File: config.mk
export PLATFORM = sky130hd
export DESIGN_NAME = mmio_host_rx
export DESIGN_NICKNAME = d
export VERILOG_FILES = /design/src/rtl/mmio_host_rx.sv
export SDC_FILE = /design/constraint.sdc
export NUM_CORES = 1
export LEC_CHECK = 0
export ABC_CLOCK_PERIOD_IN_PS = 3800
export BUFFER_PORTS_ARGS = -buffer_cell sky130_fd_sc_hd__buf_4
export CORE_MARGIN = 8
export CORE_UTILIZATION = 45
export CTS_CLUSTER_DIAMETER = 150
export DETAILED_ROUTE_END_ITERATION = 16
export MAX_ROUTING_LAYER = met4
export PLACE_DENSITY = 0.64
export SLEW_MARGIN = 5
export SYNTH_ARGS = -nofsm -noshare
export SYNTH_HDL_FRONTEND = slang
export SYNTH_SLANG_ARGS = --single-unit
File: constraint.sdc
create_clock -name HCLK -period 3.8 [get_ports HCLK]
set_input_delay 0.38 -clock HCLK [delete_from_list [all_inputs] [get_ports HCLK]]
set_output_delay 0.38 -clock HCLK [all_outputs]
set_load 0.02 [all_outputs]
File: src/rtl/mmio_host_rx.sv
// AHB3-Lite slave serving a bench-fed UART RX FIFO, a STATUS register and a FROMHOST mailbox.
// Optional feature macro MMIO_HOST_RX_IRQ_EN: adds STATUS[18] irq_en and the rx_irq output.
module mmio_host_rx #(
  parameter int                    HDATA_SIZE  = 32,
  parameter int                    HADDR_SIZE  = 32,
  parameter logic [HADDR_SIZE-1:0] UART_RX     = 'h8000_1084,
  parameter logic [HADDR_SIZE-1:0] UART_STAT   = 'h8000_1088,
  parameter logic [HADDR_SIZE-1:0] FROMHOST    = 'h8000_1040,
  parameter int                    FIFO_DEPTH  = 16,
  parameter int                    WAIT_STATES = 0
) (
  input  logic                  HRESETn,
  input  logic                  HCLK,
  input  logic                  HSEL,
  input  logic [1:0]            HTRANS,
  input  logic [HADDR_SIZE-1:0] HADDR,
  input  logic                  HWRITE,
  input  logic [2:0]            HSIZE,
  input  logic [2:0]            HBURST,
  input  logic [HDATA_SIZE-1:0] HWDATA,
  input  logic                  HREADY,
  output logic [HDATA_SIZE-1:0] HRDATA,
  output logic                  HREADYOUT,
  output logic                  HRESP,
  input  logic                  rx_push,
  input  logic [7:0]            rx_data,
  output logic                  rx_full,
  input  logic                  fromhost_we,
`ifdef MMIO_HOST_RX_IRQ_EN
  output logic                  rx_irq,
`endif
  input  logic [HDATA_SIZE-1:0] fromhost_data
);

  localparam int PW = $clog2(FIFO_DEPTH);
  localparam int CW = PW + 1;

  typedef enum logic [2:0] {S_IDLE, S_WAIT, S_DONE, S_ERR1, S_ERR2} state_t;

  state_t                  state_q, state_d;
  logic [2:0]              wcnt_q, wcnt_d;
  logic [HADDR_SIZE-1:0]   haddr_q, haddr_d;
  logic                    hwrite_q, hwrite_d;
  logic [HDATA_SIZE-1:0]   hrdata_q, hrdata_d;
  logic                    hready_q, hready_d;
  logic                    hresp_q, hresp_d;
  logic [7:0]              mem_q [FIFO_DEPTH];
  logic [PW-1:0]           wr_ptr_q, wr_ptr_d, rd_ptr_q, rd_ptr_d;
  logic [CW-1:0]           count_q, count_d;
  logic                    full_q, full_d;
  logic                    ovr_q, ovr_d;
  logic                    irq_en_q, irq_en_d;
  logic [HDATA_SIZE-1:0]   mbox_q, mbox_d;

  logic                    accept, done, pop, push_ok, ld_rdata, mapped, lw;
  logic [HADDR_SIZE-1:0]   la;
  logic [7:0]              head;
  logic [HDATA_SIZE-1:0]   rd;

  logic unused_bits;
  assign unused_bits = ^{HSIZE, HBURST, HTRANS[0], HWDATA};

  always_comb begin
    accept  = HSEL & HREADY & HTRANS[1];
    done    = (state_q == S_DONE);
    pop     = done & ~hwrite_q & (haddr_q == UART_RX) & (count_q != '0);
    // A push into a full FIFO still lands when the same cycle pops.
    push_ok = rx_push & (~full_q | pop);

    wr_ptr_d = wr_ptr_q + PW'(push_ok);
    rd_ptr_d = rd_ptr_q + PW'(pop);
    count_d  = count_q + CW'(push_ok) - CW'(pop);
    full_d   = (count_d == CW'(FIFO_DEPTH));

    ovr_d    = ovr_q;
    irq_en_d = irq_en_q;
    if (done & hwrite_q & (haddr_q == UART_STAT)) begin
      if (HWDATA[17]) ovr_d = 1'b0;
`ifdef MMIO_HOST_RX_IRQ_EN
      irq_en_d = HWDATA[18];
`endif
    end
    if (rx_push & full_q & ~pop) ovr_d = 1'b1;

    mbox_d = mbox_q;
    if (done & hwrite_q & (haddr_q == FROMHOST)) mbox_d = '0;
    if (fromhost_we) mbox_d = fromhost_data;

    // Read data is built from post-edge state so pipelined reads see this cycle's pop/push.
    la     = (state_q == S_WAIT) ? haddr_q : HADDR;
    lw     = (state_q == S_WAIT) ? hwrite_q : HWRITE;
    mapped = (la == UART_RX) | (la == UART_STAT) | (la == FROMHOST);
    head   = (push_ok && wr_ptr_q == rd_ptr_d) ? rx_data : mem_q[rd_ptr_d];
    rd     = '0;
    if (la == UART_RX) begin
      if (count_d == '0) rd[31] = 1'b1;
      else               rd[7:0] = head;
    end else if (la == UART_STAT) begin
      rd[CW-1:0] = count_d;
      rd[16]     = full_d;
      rd[17]     = ovr_d;
      rd[18]     = irq_en_d;
    end else if (la == FROMHOST) begin
      rd = mbox_d;
    end

    state_d  = state_q;
    wcnt_d   = wcnt_q;
    haddr_d  = haddr_q;
    hwrite_d = hwrite_q;
    hrdata_d = hrdata_q;
    hready_d = hready_q;
    hresp_d  = hresp_q;
    ld_rdata = 1'b0;
    case (state_q)
      S_WAIT: begin
        if (wcnt_q == '0) begin
          state_d  = S_DONE;
          hready_d = 1'b1;
          ld_rdata = 1'b1;
        end else begin
          wcnt_d = wcnt_q - 3'd1;
        end
      end
      S_ERR1: begin
        state_d  = S_ERR2;
        hready_d = 1'b1;
        hresp_d  = 1'b1;
      end
      default: begin
        if (accept) begin
          haddr_d  = HADDR;
          hwrite_d = HWRITE;
          if (!mapped) begin
            state_d  = S_ERR1;
            hready_d = 1'b0;
            hresp_d  = 1'b1;
            hrdata_d = '0;
          end else if (WAIT_STATES > 0) begin
            state_d  = S_WAIT;
            wcnt_d   = 3'(WAIT_STATES - 1);
            hready_d = 1'b0;
            hresp_d  = 1'b0;
          end else begin
            state_d  = S_DONE;
            hready_d = 1'b1;
            hresp_d  = 1'b0;
            ld_rdata = 1'b1;
          end
        end else begin
          state_d  = S_IDLE;
          hready_d = 1'b1;
          hresp_d  = 1'b0;
        end
      end
    endcase
    if (ld_rdata) hrdata_d = lw ? '0 : rd;
  end

  always_ff @(posedge HCLK or negedge HRESETn) begin
    if (!HRESETn) begin
      state_q  <= S_IDLE;
      wcnt_q   <= '0;
      haddr_q  <= '0;
      hwrite_q <= 1'b0;
      hrdata_q <= '0;
      hready_q <= 1'b1;
      hresp_q  <= 1'b0;
      wr_ptr_q <= '0;
      rd_ptr_q <= '0;
      count_q  <= '0;
      full_q   <= 1'b0;
      ovr_q    <= 1'b0;
      irq_en_q <= 1'b0;
      mbox_q   <= '0;
    end else begin
      state_q  <= state_d;
      wcnt_q   <= wcnt_d;
      haddr_q  <= haddr_d;
      hwrite_q <= hwrite_d;
      hrdata_q <= hrdata_d;
      hready_q <= hready_d;
      hresp_q  <= hresp_d;
      wr_ptr_q <= wr_ptr_d;
      rd_ptr_q <= rd_ptr_d;
      count_q  <= count_d;
      full_q   <= full_d;
      ovr_q    <= ovr_d;
      irq_en_q <= irq_en_d;
      mbox_q   <= mbox_d;
    end
  end

  always_ff @(posedge HCLK) begin
    if (push_ok) mem_q[wr_ptr_q] <= rx_data;
  end

`ifdef MMIO_HOST_RX_IRQ_EN
  logic rx_irq_q;
  always_ff @(posedge HCLK or negedge HRESETn) begin
    if (!HRESETn) rx_irq_q <= 1'b0;
    else          rx_irq_q <= irq_en_q & (count_q != '0);
  end
  assign rx_irq = rx_irq_q;
`endif

  assign HRDATA    = hrdata_q;
  assign HREADYOUT = hready_q;
  assign HRESP     = hresp_q;
  assign rx_full   = full_q;

endmodule

After elaboration in Yosys (flattened, before gate mapping)
Memory sizes are Yosys's and may differ from the RTL's.
Index checks and enable logic that the tools add are counted.

storage, ports and cells
  register bits = 120
  latch bits = 0
  memory bits (writable) = 128
  bits in read-only memories = 0
  bits of input ports = 119
  output and inout port bits = 35
  logic and storage cells = 100
  memories kept = 1

operators by class
  add/subtract/negate cells = 5
  multiply operators = 0
  divide/modulo/power cells = 0
  $lt $le $gt $ge = 0
  equal/unequal tests = 14
  shifts and indexed selects = 0
  muxes and demuxes = 39
  bitwise operators = 19
  reductions and logical operators = 9

memories
  name   depth  bits a word  rd ports  clocked after memory_dff  wr ports  line  text
  mem_q  16     8            1         0                         1         47    logic [7:0] mem_q [FIFO_DEPTH];

operators by type and width
  kind                    number
  $mux W32                9
  $eq A32 B32 Y1 const B  6
  $mux W8                 3
  $mux W23                1
  $mux W1                 16
  $mux W13                1
  $and A1 B1 Y1           11
  $mux W11                1
  $mux W3                 3
  $add A4 B1 Y4           2
  $eq A3 B2 Y1 const B    2
  $pmux W1 S2             3
  $pmux W3 S2             1
  $add A5 B1 Y5           1
  $eq A5 B5 Y1 const B    1
  $logic_not A5 Y1        1
  $mux W5                 1
  $not A1 Y1              5
  $reduce_bool A5 Y1      1
  $sub A5 B1 Y5           1
  $eq A4 B4 Y1            1
  $ne A2 B1 Y1 const B    2
  $reduce_and A2 Y1       2
  $eq A3 B1 Y1 const B    1
  8 further kinds         10

Longest topological paths before layout
  word-level depth = 13
  depth in mapped cells = 19
  depth with buffers taken out = 19

Least setup slack after synthesis
OpenSTA, ideal clock, no wires.

  kind = register to register
  from = reg haddr_q[16]
  to = reg hrdata_q[4] (netlist: HRDATA[4])
  library setup time = 0.136 ns
  arrival = 3.445 ns
  data required time = 3.664 ns
  setup slack = 0.219 ns
  cell stages (with the launch flop) = 15
  path buffers = 0
  clock period less this slack = 3.581 ns
  cell sequence = dfrtp_1 > nor4b_1 > nand4b_1 > o31ai_2 > nand2_1 > ha_1 > inv_1 > ha_1 > inv_1 > fa_1 > inv_1 > nor4_1 > a21oi_1 > nand3_1 > a41oi_2

on the way
  cells in the longest elaborated chain, start to end = 12
  elaborated cells on any way between the ends = 36
  those cells by class = 3 x add/sub; 8 x eq/ne; 13 x mux; 7 x bitwise; 4 x reduce/logical; 1 x memory

RTL lines
  item                           line  text
  start, declared                42    logic [HADDR_SIZE-1:0] haddr_q, haddr_d;
  start signal, assigned         179   haddr_q <= haddr_d;
  $eq A32 B32 Y1 *               66    pop = done & ~hwrite_q & (haddr_q == UART_RX) & (count_q != '0);
  $and A1 B1 Y1 * (2 in series)  66
  $or A1 B1 Y1                   68    push_ok = rx_push & (~full_q | pop);
  $and A1 B1 Y1                  68
  $add A5 B1 Y5                  72    count_d = count_q + CW'(push_ok) - CW'(pop);
  $sub A5 B1 Y5 *                72
  via count_d[1]                 49    logic [CW-1:0] count_q, count_d;
  $logic_not A5 Y1 *             96    if (count_d == '0) rd[31] = 1'b1;
  $mux W8 *                      96
  $mux W8 *                      95    if (la == UART_RX) begin
  $mux W32 * (2 in series)       157   if (ld_rdata) hrdata_d = lw ? '0 : rd;
  end signal, assigned           181   hrdata_q <= hrdata_d;
  end, declared                  44    logic [HDATA_SIZE-1:0] hrdata_q, hrdata_d;

The timed path passes the listed nets; every way through them passes the cells marked *.
A chain may end at the register's enable or synchronous reset.

Worst setup path after layout
  from = reg count_q[3]
  to = reg hrdata_q[4] (netlist: HRDATA[4])

on the way
  cells in the longest elaborated chain, start to end = 11
  elaborated cells on any way between the ends = 17
  those cells by class = 3 x add/sub; 1 x eq/ne; 6 x mux; 3 x bitwise; 3 x reduce/logical; 1 x memory

RTL lines
  item                      line  text
  start, declared           49
  start signal, assigned    186   count_q <= count_d;
  $reduce_bool A5 Y1 *      66
  $and A1 B1 Y1 *           66
  $or A1 B1 Y1              68
  $and A1 B1 Y1             68
  $add A5 B1 Y5             72
  $sub A5 B1 Y5 *           72
  via count_d[1]            49
  $logic_not A5 Y1 *        96
  $mux W8 *                 96
  $mux W8 *                 95
  $mux W32 * (2 in series)  157

Marked as above.

==> impl_metrics.toml <==
[global_routing]
grt_antenna_before_repair = 0
grt.overflow.total = 0
grt_max_degree = 73
grt_pass1_wl_um = 39000
grt_pass1_vias = 6985
grtUsageTotal_pct = 18.0

[logic_synthesis]
syn_nets = 858
yosysSeqAreaShare_pct = 66.3
synth-seq-cells = 248
synth_cell_types = 58
syn_area_per_cell_um2 = 14.2
synth_ff_type = "edfxtp_1"
async_flop_share_pct = 48.4
synthCells = 726
yosysWarnings = 0
syn_area_um2 = 10300
synth-edff-count = 128

[worst_setup_path]
slowest_delay_ns = 0.51
critical_path_class = "reg -> reg"
critPathLaunchType = "flip-flop"
worst-r2r-setup-slack_ns = 0.15
cp_data_required_time_ns = 4.15
worstPathCellList = "inv_1 > ha_1 > or4b_1 > nand4b_1 > buf_4 > nor3_4 > ha_1 > inv_1 > ha_2 > inv_1 > fa_2 > inv_1 > nor4_2 > buf_4 > a21oi_1 > buf_4 > nand3_1 > a41oi_2"
worst_ep_arrival_time_ns = 4.00
reg2reg_depth = 18
crit_path_frequent_cell = "inv_1"
cp-end-kind = "flip-flop"
worstReg2RegStart = "count_q[3]$_DFF_PN0_"
slowest_stage = "fa_2"
worstReg2RegEnd = "HRDATA[4]$_DFFE_PN0P_"
cp_max_fo = 5

[clocking]
clk_latency_ns = 0.52
tritoncts = "built"
numCtsBuffers = 26
h-tree-depth = 1
clockBufferDepth = 3
clk_pin_slew_ns = 0.06
root_buffer = "clkbuf_16"
clock-sinks = 248

[timing]
finalCritPeriodShare_pct = 95.9
hold-worst-slack_ns = -0.0225
hold_viol_final = 4
skew_ns = 0.00760
worst_slew_pin_slew_ns = 1.15
min_period_ns = 3.65
finalSetupViolCount = 0
max_freq_mhz = 274
slew_headroom_pct = 23.6
drv_slew = 0

[detailed_routing]
ant_nets = 0
viasPerCell = 5.63
wirelength_um = 25100
first_pass_iters = 5
num_vias = 6649
drt-initial-drc-count = 565
drcViolationCount = 0
avgRoutedWirePerCell_um = 21.3

[power_and_ir_drop]
ir_drop_mv = 0.423
power_density_nw_per_um2 = 563
leakage_nw = 5.20
total_power_mw = 7.17

[placed_design]
place_congestion = 0.882
port_buffers = 115
hpwl_um = 17300

[die]
die_w_um = 167
core-area_um2 = 22600
die_y_um = 167
dieArea_um2 = 28000
io_pins = 154
rows = 55
start_util_pct = 45.7

[hold_path]
holdCritPathClass = "in -> async"

[final_layout]
drive_gt1_share_pct = 29.7
nFillCells = 1828
antenna_cells = 0
finish.net_count = 1010
area_delta_synth_final_pct = 23.2

[outcome]
violations = "negative hold slack"
status = "complete, but fails checks"

[job]
maxCapViolCount = 0
-- worst max path at each step --
stage | end | slack [ns] | startpoint | depth (start not counted)
global placement | HRDATA[4]$_DFFE_PN0P_ | -0.03 | haddr_q[13]$_DFFE_PN0P_ | 19
global route | HRDATA[1]$_DFFE_PN0P_ | -0.02 | count_q[2]$_DFF_PN0_ | 18
floorplan | HRDATA[4]$_DFFE_PN0P_ | 0.22 | haddr_q[16]$_DFFE_PN0P_ | 14
CTS | HRDATA[1]$_DFFE_PN0P_ | 0.03 | haddr_q[16]$_DFFE_PN0P_ | 17
detailed placement | HRDATA[6]$_DFFE_PN0P_ | -0.06 | haddr_q[13]$_DFFE_PN0P_ | 13
finish | HRDATA[4]$_DFFE_PN0P_ | 0.15 | count_q[3]$_DFF_PN0_ | 18
-- synthesized netlist by cell type (3+ instances only) --
| library cell | instances | area (µm²) |
|---|---|---|
| a211oi_1 | 6 | 45.0 |
| a21oi_1 | 12 | 60.1 |
| a22o_1 | 52 | 455 |
| a22oi_1 | 17 | 128 |
| a41oi_2 | 5 | 81.3 |
| and2_1 | 7 | 43.8 |
| buf_2 | 7 | 35.0 |
| buf_4 | 3 | 22.5 |
| buf_6 | 3 | 33.8 |
| clkbuf_1 | 22 | 82.6 |
| dfrtp_1 | 119 | 2980 |
| edfxtp_1 | 128 | 3840 |
| ha_1 | 12 | 150 |
| inv_1 | 17 | 63.8 |
| mux2i_1 | 10 | 100 |
| mux4_2 | 32 | 721 |
| nand2_1 | 137 | 514 |
| nand2b_1 | 4 | 25.0 |
| nand3_1 | 7 | 35.0 |
| nand3b_1 | 3 | 22.5 |
| nand4_1 | 6 | 37.5 |
| nand4b_1 | 3 | 26.3 |
| nor2_1 | 26 | 97.6 |
| nor2b_1 | 6 | 37.5 |
| nor3_1 | 10 | 50.1 |
| nor4_1 | 8 | 50.1 |
| nor4b_1 | 7 | 61.3 |
| o21ai_0 | 9 | 45.0 |
| xnor2_1 | 5 | 43.8 |
| xor2_1 | 7 | 61.3 |
-- sequential cells by signal, summed over array words and instances, names as in the netlist, 3 cells and up --
register / flops
state_q: 3
HRDATA: 32
mem_q: 128
mbox_q: 32
rd_ptr_q: 4
haddr_q: 32
wr_ptr_q: 4
wcnt_q: 3
count_q: 5
-- per-stage QoR --
step	cell area (µm²)	setup WS, ns	utilization [%]	cells	TNS, ns
floorplan	10300	0.219	-	726	0
global placement	11700	-0.0294	51.7	1128	-0.0294
detailed placement	11700	-0.0648	51.7	1128	-0.296
CTS	12600	0.0261	55.7	1173	0
global route	12700	-0.0208	56.4	1180	-0.110
finish	12700	0.154	56.4	1180	0
-- cells in the final DEF (no fill, tap or decap), drive strengths merged, types with 3 or more instances in the layout --
| cell type | count |
|---|---|
| buf | 160 |
| nand2 | 137 |
| edfxtp | 128 |
| dfrtp | 119 |
| a22o | 52 |
| mux4 | 32 |
| clkbuf | 31 |
| nor2 | 26 |
| inv | 17 |
| a22oi | 17 |
| a21oi | 12 |
| ha | 12 |
| mux2i | 10 |
| nor3 | 10 |
| o21ai | 10 |
| clkinv | 10 |
| nor4 | 10 |
| nor4b | 9 |
| xor2 | 8 |
| and2 | 8 |
| nand3 | 7 |
| nand4 | 7 |
| a211oi | 7 |
| nor2b | 6 |
| xnor2 | 5 |
| a41oi | 5 |
| bufinv | 4 |
| nand2b | 4 |
| nand4b | 3 |
| nand3b | 3 |
-- power breakdown --
group	total (mW)	switching [mW]	internal [mW]
combinational	1.21	0.685	0.530
sequential	3.33	0.182	3.15
clock	2.62	1.01	1.61
total	7.17	1.88	5.29
-- final cells by class --
class                   count  area [µm²]  share of cell area, %
repair buffers            160        1230                   9.67
multi-input cells         425        3340                   26.2
clock inverters            14         166                   1.31
inverters                  17        63.8                  0.501
flip-flops and latches    248        6850                   53.8
well taps                 285         357                   2.80
clock buffers              31         722                   5.67
-- metal layers --
layer | GRT usage, % | vias up | part of all wire (%)
li1 | - | 3024 | -
met1 | 23.0 | 3364 | 43
met2 | 29.5 | 215 | 49
met3 | 3.06 | 46 | 5.6
met4 | 4.58 | 0 | 2.3
met5 | - | - | 0
-- what timing repair did --
item                       in CTS  in global routing
pin swaps                       0                  9
resized for setup               2                 16
setup buffers                   0                  7
gates cloned                    0                  0
setup endpoints to repair       8                 11
hold buffers                    0                  0
-- kinds of logic after synthesis --
kind of cell    after synthesis  share of synthesized area (%)
xor+xnor                     13                           1.18
compound gates              117                           9.32
mux                          42                           7.95
simple gates                240                           11.2
fa+ha+maj                    13                           1.65
buf+inv                      53                           2.34
flops                       248                           66.3
-- critical path: cells and delay by family (launching register included) --
| family | cells | cell delay, ns |
|---|---|---|
| compound gates | 2 | 0.17 |
| fa+ha+maj | 4 | 1.07 |
| buf+inv | 7 | 0.75 |
| flops | 1 | 0.41 |
| simple gates | 5 | 1.07 |
No activity file was read; power rests on OpenSTA's default activity.
